## config.mk

```make
export PLATFORM = sky130hd
export DESIGN_NAME = wb_byte_master
export DESIGN_NICKNAME = d
export VERILOG_FILES = /design/src/rtl/wb_byte_master.sv
export SDC_FILE = /design/constraint.sdc
export NUM_CORES = 1
export LEC_CHECK = 0
export ABC_AREA = 1
export BUFFER_PORTS_ARGS = -buffer_cell sky130_fd_sc_hd__buf_2
export CORE_UTILIZATION = 54
export CTS_CLUSTER_SIZE = 14
export DETAILED_ROUTE_END_ITERATION = 12
export PLACE_DENSITY_LB_ADDON = 0.08
export SLEW_MARGIN = 20
export SYNTH_ARGS = -nofsm -noshare
export SYNTH_HDL_FRONTEND = slang
export SYNTH_SLANG_ARGS = --single-unit
```

## constraint.sdc

```tcl
create_clock -name clk -period 1.75 [get_ports clk]
set_input_delay 0.175 -clock clk [delete_from_list [all_inputs] [get_ports clk]]
set_output_delay 0.175 -clock clk [all_outputs]
set_load 0.05 [all_outputs]
```

## src/rtl/wb_byte_master.sv

```systemverilog
`default_nettype none
// ============================================================================
// Module   : wb_byte_master
// Brief    : Byte-stream command decoder that runs single 32-bit Wishbone
//            read/write cycles and returns the result as reply bytes.
// Revision : 1.0
// ============================================================================
module wb_byte_master #(
    parameter int TIMEOUT = 1024
) (
    input  logic        clk,
    input  logic        rst,

    input  logic [7:0]  rx_data,
    input  logic        rx_valid,

    output logic [7:0]  tx_data,
    output logic        tx_valid,
    input  logic        tx_busy,

    output logic [31:0] wb_adr_o,
    output logic [31:0] wb_dat_o,
    input  logic [31:0] wb_dat_i,
    output logic [3:0]  wb_sel_o,
    output logic        wb_we_o,
    output logic        wb_cyc_o,
    output logic        wb_stb_o,
    input  logic        wb_ack_i,

    output logic        busy
);

    localparam int               c_TO_W     = $clog2(TIMEOUT) + 1;
    localparam logic [c_TO_W-1:0] c_TO_LAST = c_TO_W'(TIMEOUT - 1);
    localparam logic [c_TO_W-1:0] c_TO_ONE  = c_TO_W'(1);
    localparam logic [7:0]       c_CMD_WR   = 8'h57;
    localparam logic [7:0]       c_CMD_RD   = 8'h52;
    localparam logic [7:0]       c_BYTE_OK  = 8'h4B;
    localparam logic [7:0]       c_BYTE_ERR = 8'h45;

    typedef enum logic [2:0] {
        ST_IDLE = 3'd0,
        ST_ADDR = 3'd1,
        ST_DATA = 3'd2,
        ST_BUS  = 3'd3,
        ST_RESP = 3'd4
    } state_t;

    state_t              r_state_q,   w_state_d;
    logic [1:0]          r_cnt_q,     w_cnt_d;
    logic [c_TO_W-1:0]   r_to_q,      w_to_d;
    logic [31:0]         r_adr_q,     w_adr_d;
    logic [31:0]         r_dat_q,     w_dat_d;
    logic [31:0]         r_rd_q,      w_rd_d;
    logic                r_we_q,      w_we_d;
    logic                r_cyc_q,     w_cyc_d;
    logic                r_err_q,     w_err_d;
    logic [7:0]          r_tx_data_q, w_tx_data_d;
    logic                r_tx_valid_q, w_tx_valid_d;
    logic                r_busy_q,    w_busy_d;
    logic                w_last_byte;

    // Reply byte idx of a finished transfer: one status byte for writes and
    // timeouts, otherwise the read word MSB first.
    function automatic logic [7:0] f_reply(input logic        we,
                                           input logic        err,
                                           input logic [31:0] data,
                                           input logic [1:0]  idx);
        logic [7:0] res;
        if (err) begin
            res = c_BYTE_ERR;
        end else if (we) begin
            res = c_BYTE_OK;
        end else begin
            case (idx)
                2'd0:    res = data[31:24];
                2'd1:    res = data[23:16];
                2'd2:    res = data[15:8];
                default: res = data[7:0];
            endcase
        end
        return res;
    endfunction

    assign w_last_byte = r_err_q || r_we_q || (r_cnt_q == 2'd3);

    always_comb begin
        w_state_d    = r_state_q;
        w_cnt_d      = r_cnt_q;
        w_to_d       = r_to_q;
        w_adr_d      = r_adr_q;
        w_dat_d      = r_dat_q;
        w_rd_d       = r_rd_q;
        w_we_d       = r_we_q;
        w_cyc_d      = r_cyc_q;
        w_err_d      = r_err_q;
        w_tx_data_d  = r_tx_data_q;
        w_tx_valid_d = r_tx_valid_q;

        case (r_state_q)
            ST_IDLE: begin
                if (rx_valid && (rx_data == c_CMD_WR)) begin
                    w_state_d = ST_ADDR;
                    w_we_d    = 1'b1;
                    w_cnt_d   = 2'd0;
                end else if (rx_valid && (rx_data == c_CMD_RD)) begin
                    w_state_d = ST_ADDR;
                    w_we_d    = 1'b0;
                    w_cnt_d   = 2'd0;
                end
            end

            ST_ADDR: begin
                if (rx_valid) begin
                    w_adr_d = {r_adr_q[23:0], rx_data};
                    if (r_cnt_q == 2'd3) begin
                        w_cnt_d = 2'd0;
                        if (r_we_q) begin
                            w_state_d = ST_DATA;
                        end else begin
                            w_state_d = ST_BUS;
                            w_cyc_d   = 1'b1;
                            w_to_d    = '0;
                        end
                    end else begin
                        w_cnt_d = r_cnt_q + 2'd1;
                    end
                end
            end

            ST_DATA: begin
                if (rx_valid) begin
                    w_dat_d = {r_dat_q[23:0], rx_data};
                    if (r_cnt_q == 2'd3) begin
                        w_cnt_d   = 2'd0;
                        w_state_d = ST_BUS;
                        w_cyc_d   = 1'b1;
                        w_to_d    = '0;
                    end else begin
                        w_cnt_d = r_cnt_q + 2'd1;
                    end
                end
            end

            ST_BUS: begin
                // An ack on the last allowed cycle still counts as success.
                if (wb_ack_i) begin
                    w_cyc_d      = 1'b0;
                    w_rd_d       = wb_dat_i;
                    w_err_d      = 1'b0;
                    w_state_d    = ST_RESP;
                    w_cnt_d      = 2'd0;
                    w_tx_valid_d = 1'b1;
                    w_tx_data_d  = f_reply(r_we_q, 1'b0, wb_dat_i, 2'd0);
                end else if (r_to_q == c_TO_LAST) begin
                    w_cyc_d      = 1'b0;
                    w_err_d      = 1'b1;
                    w_state_d    = ST_RESP;
                    w_cnt_d      = 2'd0;
                    w_tx_valid_d = 1'b1;
                    w_tx_data_d  = c_BYTE_ERR;
                end else begin
                    w_to_d = r_to_q + c_TO_ONE;
                end
            end

            ST_RESP: begin
                // tx_valid drops for a cycle after every accepted byte.
                if (r_tx_valid_q) begin
                    if (!tx_busy) begin
                        w_tx_valid_d = 1'b0;
                        if (w_last_byte) begin
                            w_state_d = ST_IDLE;
                            w_cnt_d   = 2'd0;
                        end else begin
                            w_cnt_d = r_cnt_q + 2'd1;
                        end
                    end
                end else begin
                    w_tx_valid_d = 1'b1;
                    w_tx_data_d  = f_reply(r_we_q, r_err_q, r_rd_q, r_cnt_q);
                end
            end

            default: begin
                w_state_d    = ST_IDLE;
                w_cnt_d      = 2'd0;
                w_cyc_d      = 1'b0;
                w_tx_valid_d = 1'b0;
            end
        endcase

        w_busy_d = (w_state_d != ST_IDLE);
    end

    always_ff @(posedge clk) begin
        if (rst) begin
            r_state_q    <= ST_IDLE;
            r_cnt_q      <= 2'd0;
            r_to_q       <= '0;
            r_adr_q      <= 32'd0;
            r_dat_q      <= 32'd0;
            r_rd_q       <= 32'd0;
            r_we_q       <= 1'b0;
            r_cyc_q      <= 1'b0;
            r_err_q      <= 1'b0;
            r_tx_data_q  <= 8'd0;
            r_tx_valid_q <= 1'b0;
            r_busy_q     <= 1'b0;
        end else begin
            r_state_q    <= w_state_d;
            r_cnt_q      <= w_cnt_d;
            r_to_q       <= w_to_d;
            r_adr_q      <= w_adr_d;
            r_dat_q      <= w_dat_d;
            r_rd_q       <= w_rd_d;
            r_we_q       <= w_we_d;
            r_cyc_q      <= w_cyc_d;
            r_err_q      <= w_err_d;
            r_tx_data_q  <= w_tx_data_d;
            r_tx_valid_q <= w_tx_valid_d;
            r_busy_q     <= w_busy_d;
        end
    end

    assign tx_data  = r_tx_data_q;
    assign tx_valid = r_tx_valid_q;
    assign wb_adr_o = r_adr_q;
    assign wb_dat_o = r_dat_q;
    assign wb_sel_o = 4'hF;
    assign wb_we_o  = r_we_q;
    assign wb_cyc_o = r_cyc_q;
    assign wb_stb_o = r_cyc_q;
    assign busy     = r_busy_q;

endmodule
`default_nettype wire
```

==> flow_summary.ini, run 1 <==
[status]
status = completed

[clock_tree]
clkTransAtPathRegs_ns = 0.06
numCtsBuffers = 17
cts.sinks = 125
cts_tree = done
insertion_delay_ns = 0.52
htree_levels = 4
ctsRootBufferMaster = clkbuf_8
clockBufferDepth = 2

[hold_path]
hold_path_startpoint = rst
min_path_type = in -> reg

[timing]
rsz0062_at_grt = no
final_max_slew_viol_count = 0
period_share_pct = 93.9
fin_crit_ns = 1.64
max_freq_mhz = 609
holdWs_ns = 0.0582
setup_violations = 0
skew_ns = 0.0100
totalNegativeSetupSlack_ns = 0
finalHoldViolCount = 0

[synth]
synth.avg_cell_area_um2 = 7.14
muxShareOfSynthArea_pct = 0
synth_top_cell_area_share_pct = 45.0
synth.top_cells.by_count = 125 x dfxtp_1, 120 x nor2_1, 112 x nand2_1
synth_compound_area_share_pct = 18.2
synth_top_area_cell = dfxtp_1
ys_types = 38
netlist_area_um2 = 5570
synthAdderAreaFrac_pct = 1.12
yosysSeqAreaShare_pct = 45.0
synthFlopType = dfxtp_1
async_flop_share_pct = 0
synthTopCellsByArea = dfxtp_1 45%, o21ai_0 8.9%, nor2_1 8.1%
synth-simple-area-share_pct = 24.0
yosysMostFrequentCell = dfxtp_1
synth_top_family_by_area = simple AND/OR/NAND/NOR gates
netlist_instances = 779
synth_warnings = 0
synth_xor_area_share_pct = 0.157
synth_edf_count = 0
ys_ff_latch = 125

[setup_path]
crit_fanout = 15
r2r_start = r_to_q[0]$_SDFFE_PP0P_
reg2reg_setup_slack_ns = 0.11
start_kind = register
cp.buffers_inverters = 1
cp_slowest_cell = dfxtp_1
critical_path.top_delay_family = simple AND/OR/NAND/NOR gates
required_ns = 2.16
worstPathCellList = ha_2, nand2_2, nor2_4, nand3_4, nand2_4, nand2_8, nand2_8, inv_1, nor2_1, nor2_1
slowest_delay_ns = 0.37
crit_type = reg -> reg
critPathCaptureType = register
crit_start = r_to_q[0]$_SDFFE_PP0P_
arrival_ns = 2.06

[placement]
io_buffers = 121
place_area_um2 = 6180
dp_hpwl_um = 8510
gp_congestion = 0.876

[power_and_ir_drop]
p_leak_nw = 3.25
p_per_area_nw_per_um2 = 951
vdd_drop_max_mv = 0.670
p_int_mw = 5.27
p_sw_mw = 1.60
clock_power_share_pct = 49.9
switching_share_pct = 23.3
p_seq_share_pct = 42.2
pwr-share-comb_pct = 7.9

[floorplanning]
num_rows = 36
die_h_um = 104
core-area_um2 = 9860
dieArea_um2 = 10700
start_util_pct = 56.4
io_pins = 126
dieWidth_um = 104

[finish]
fin_area_um2 = 7220
n_antenna_cell = 0
layout.nets = 974
drive_gt1_share_pct = 20.6
final_util_pct = 73.2
layout-area-overhead-vs-synth_pct = 29.8

[route]
vias_per_cell = 5.07
drt_iter0_drc = 356
drt_first_pass_iters = 7
wl_um = 13600
post-route-drc-count = 0
ant_nets = 0
vias = 5425
routedWlPerCell_um = 12.7

[grt]
overflow = 0
grt_pass1_wl_um = 22900
grtUsageTotal_pct = 26.0
grt_antenna_before_repair = 0
grt_max_degree = 109
grt_pass1_vias = 5099

[run]
cap_violations = 0
==> final cells by class <==
| class | count | area (µm²) |
|---|---|---|
| inverters | 102 | 388 |
| clock buffers | 21 | 439 |
| clock inverters | 11 | 143 |
| well taps | 133 | 166 |
| fillers | 780 | 2640 |
| multi-input cells | 507 | 2470 |
| repair buffers | 171 | 1110 |
| flip-flops and latches | 125 | 2500 |
==> power groups by stage <==
stage	Clock [mW]	Combinational (mW)	Sequential, mW
6_report	3.43	0.541	2.90
5_1_grt	3.62	0.596	2.90
4_1_cts	3.47	0.534	2.90
3_5_place_dp	0	0.459	2.96
3_3_place_gp	0	0.454	2.96
2_1_floorplan	0	0.256	3.03
==> path summary, 6_finish.rpt <==
check	to	depth (start not counted)
worst max-delay path	tx_data[6]$_SDFFE_PP0P_	10
worst min-delay path	r_to_q[2]$_SDFFE_PP0P_	2
worst min register to register	wb_dat_o[24]$_SDFFE_PP0P_	2
worst max register to register	tx_data[6]$_SDFFE_PP0P_	10
==> what timing repair did <==
| action | CTS | global route |
|---|---|---|
| pin swaps | 0 | 1 |
| hold buffers | 41 | 0 |
| endpoints found under the setup margin | 1 | 33 |
| gates cloned | 0 | 0 |
| gates resized for setup | 1 | 10 |
| buffers inserted | 0 | 1 |
| endpoints found under the hold margin | 46 | 0 |
==> sequential cells by signal, summed over array words and instances (netlist names), 2 cells and up <==
signal and count:
r_cnt_q 2, r_rd_q 32, r_state_q 3, r_to_q 11
tx_data 8, wb_adr_o 32, wb_dat_o 32
==> cell families (layout without fill, tap and decap cells) <==
| group | count (synthesis) | after routing |
|---|---|---|
| AO/OA/AOI/OAI | 198 | 198 |
| XOR/XNOR | 1 | 1 |
| adder cells (fa/ha/maj) | 5 | 5 |
| buffers and inverters | 150 | 305 |
| flip-flops | 125 | 125 |
| other | 1 | 4 |
| AND/OR/NAND/NOR | 299 | 299 |
==> metrics by stage <==
| step | instances | setup slack (ns) | total power, mW |
|---|---|---|---|
| floorplan | 782 | 0.262 | 3.29 |
| global placement | 996 | 0.0811 | 3.41 |
| detailed placement | 996 | 0.0111 | 3.42 |
| CTS | 1069 | 0.0273 | 6.90 |
| global route | 1070 | 0.0000311 | 7.12 |
| finish | 1070 | 0.108 | 6.87 |
==> worst register-to-register path, delay by kind of cell (launching register included) <==
kind / cells / cell delay, ns
buffers and inverters: 1 / 0.10
flip-flops: 1 / 0.37
AND/OR/NAND/NOR: 8 / 0.87
adder cells (fa/ha/maj): 1 / 0.21
==> cell usage in the layout, fill, tap and decap left out, types with 6 or more instances in the layout <==
cell type / Yosys / routed
dfxtp_1: 125 / 123
inv_1: 95 / 95
buf_4: 6 / 6
dlygate4sd3_1: 0 / 41
buf_2: 10 / 121
o21ai_0: 99 / 99
a21oi_1: 85 / 85
clkbuf_16: 0 / 16
nand3_1: 38 / 38
nor2_1: 120 / 120
nand2_1: 112 / 112
==> per-layer routing <==
| metal | part of all wire [%] | vias to the layer above | track usage, % |
|---|---|---|---|
| met5 | 0 | - | 0 |
| met3 | 4.8 | 20 | 5.10 |
| met2 | 49 | 167 | 45.2 |
| li1 | - | 2760 | - |
| met4 | 1.4 | 0 | 10.5 |
| met1 | 44 | 2478 | 31.4 |
No activity file was read; power rests on OpenSTA's default activity.
==> run 2, diff against run 1 <==
- CORE_MARGIN: default -> 1.5
- PLACE_DENSITY_LB_ADDON: 0.08 -> 0.1
==> run 2 against run 1 <==
Critical path depth grew 1. Via count rose by 1.1%. Fmax about the same. Largest power group unchanged. Highest routed layer unchanged.
==> flow_summary.ini, run 2 (same netlist as run 1, synthesis figures left out) <==
[finish]
mostFrequentLayoutCells = 121 x dfxtp_1, 121 x buf_2, 118 x nor2_1
final_util_pct = 73.6
layout-area-overhead-vs-synth_pct = 30.4
fin_area_um2 = 7260
drive_gt1_share_pct = 21.7
layout.nets = 979
n_antenna_cell = 0

[timing]
worst_slack_ns = 0.109
skew_ns = 0.00696
final_max_slew_viol_count = 0
totalNegativeSetupSlack_ns = 0
period_share_pct = 93.8
holdWs_ns = 0.0284
fin_crit_ns = 1.64
max_freq_mhz = 609
finalHoldViolCount = 0
setup_violations = 0

[grt]
grtUsageTotal_pct = 25.8
grt_max_degree = 65
grt_pass1_vias = 5099
overflow = 0
grt_pass1_wl_um = 22900
grt_antenna_before_repair = 0

[setup_path]
crit_top_cell = nand2_8
critical_path.top_delay_family = simple AND/OR/NAND/NOR gates
crit_type = reg -> reg
critPathCaptureType = register
worstPathCellList = ha_2, nand2_2, nor2_4, nand3_4, nand2_4, nand2_8, nand2_8, buf_4, nand3_1, nand2_1, nor2_1
start_kind = register
cp.buffers_inverters = 1
slowest_delay_ns = 0.35
crit_fanout = 15
arrival_ns = 2.06
cp_slowest_cell = dfxtp_2
required_ns = 2.17

[route]
drt_first_pass_iters = 5
routedWlPerCell_um = 13.1
wl_um = 14100
ant_nets = 0
vias = 5482
drt_iter0_drc = 365
vias_per_cell = 5.10
post-route-drc-count = 0

[power_and_ir_drop]
p_int_mw = 5.14
vdd_drop_max_mv = 0.519
p_per_area_nw_per_um2 = 932
p_sw_mw = 1.63
clock_power_share_pct = 48.9
p_seq_share_pct = 42.8
p_leak_nw = 3.27
switching_share_pct = 24.1
pwr-share-comb_pct = 8.3

[placement]
gp_congestion = 0.869
place_ws_ns = 0.0819
place_area_um2 = 6190
dp_hpwl_um = 8770
io_buffers = 121

[floorplanning]
dieWidth_um = 105
dieArea_um2 = 10900
core-area_um2 = 9860
start_util_pct = 56.4
die_h_um = 105
io_pins = 126
num_rows = 36

[clock_tree]
clkTransAtPathRegs_ns = 0.06
htree_levels = 4
insertion_delay_ns = 0.52
clockBufferDepth = 2
ctsRootBufferMaster = clkbuf_8
cts_tree = done
numCtsBuffers = 17
cts.sinks = 125

[status]
status = completed

[hold_path]
min_path_type = in -> reg

[run]
cap_violations = 0
run 2: metrics by stage:
| step | cells | power (mW) |
|---|---|---|
| 3_3_place_gp | 996 | 3.42 |
| 6_report | 1075 | 6.77 |
| 5_1_grt | 1075 | 7.02 |
| 2_1_floorplan | 782 | 3.29 |
| 3_5_place_dp | 996 | 3.42 |
| 4_1_cts | 1068 | 6.79 |
run 2: final timing paths:
| kind | start | endpoint | slack (ns) | cells past startpoint |
|---|---|---|---|---|
| worst max-delay path | r_to_q[1]$_SDFFE_PP0P_ | tx_data[4]$_SDFFE_PP0P_ | 0.11 | 11 |
| worst min-delay path | rx_data[1] | wb_adr_o[1]$_SDFFE_PP0P_ | 0.03 | 3 |
| worst max register to register | r_to_q[1]$_SDFFE_PP0P_ | tx_data[4]$_SDFFE_PP0P_ | 0.11 | 11 |
| worst min register to register | wb_dat_o[26]$_SDFFE_PP0P_ | wb_dat_o[26]$_SDFFE_PP0P_ | 0.44 | 2 |
run 2: repair_timing:
item	4_1_cts	5_1_grt
endpoints found under the hold margin	46	0
resized for setup	0	16
hold buffers	40	0
setup endpoints to repair	0	46
setup buffers	0	7
run 2: area by class of cell:
cell class | count | area (µm²)
clock inverter | 11 | 119
sequential | 125 | 2510
timing repair buffer | 176 | 1160
tap | 133 | 166
fill | 757 | 2610
inverter | 102 | 392
multi-input combinational | 507 | 2480
clock buffer | 21 | 439
run 2: worst min-delay path: stages:
cell and delay (ns):
buf_2 0.12, o21ai_0 0.09, a21oi_1 0.12
run 2: routing by layer:
metal,GRT usage [%],vias to the layer above,wire (µm)
li1,-,2779,-
met1,31.5,2533,6210
met2,44.3,142,6970
met3,5.45,28,625
met4,9.92,0,259
met5,0,-,0
run 2: power by group through the flow:
stage,Combinational (mW),Sequential (mW),Clock (mW)
after floorplan,0.256,3.03,0
after global placement,0.458,2.96,0
after detailed placement,0.465,2.96,0
after CTS,0.535,2.90,3.36
after global routing,0.612,2.90,3.51
final,0.561,2.90,3.31
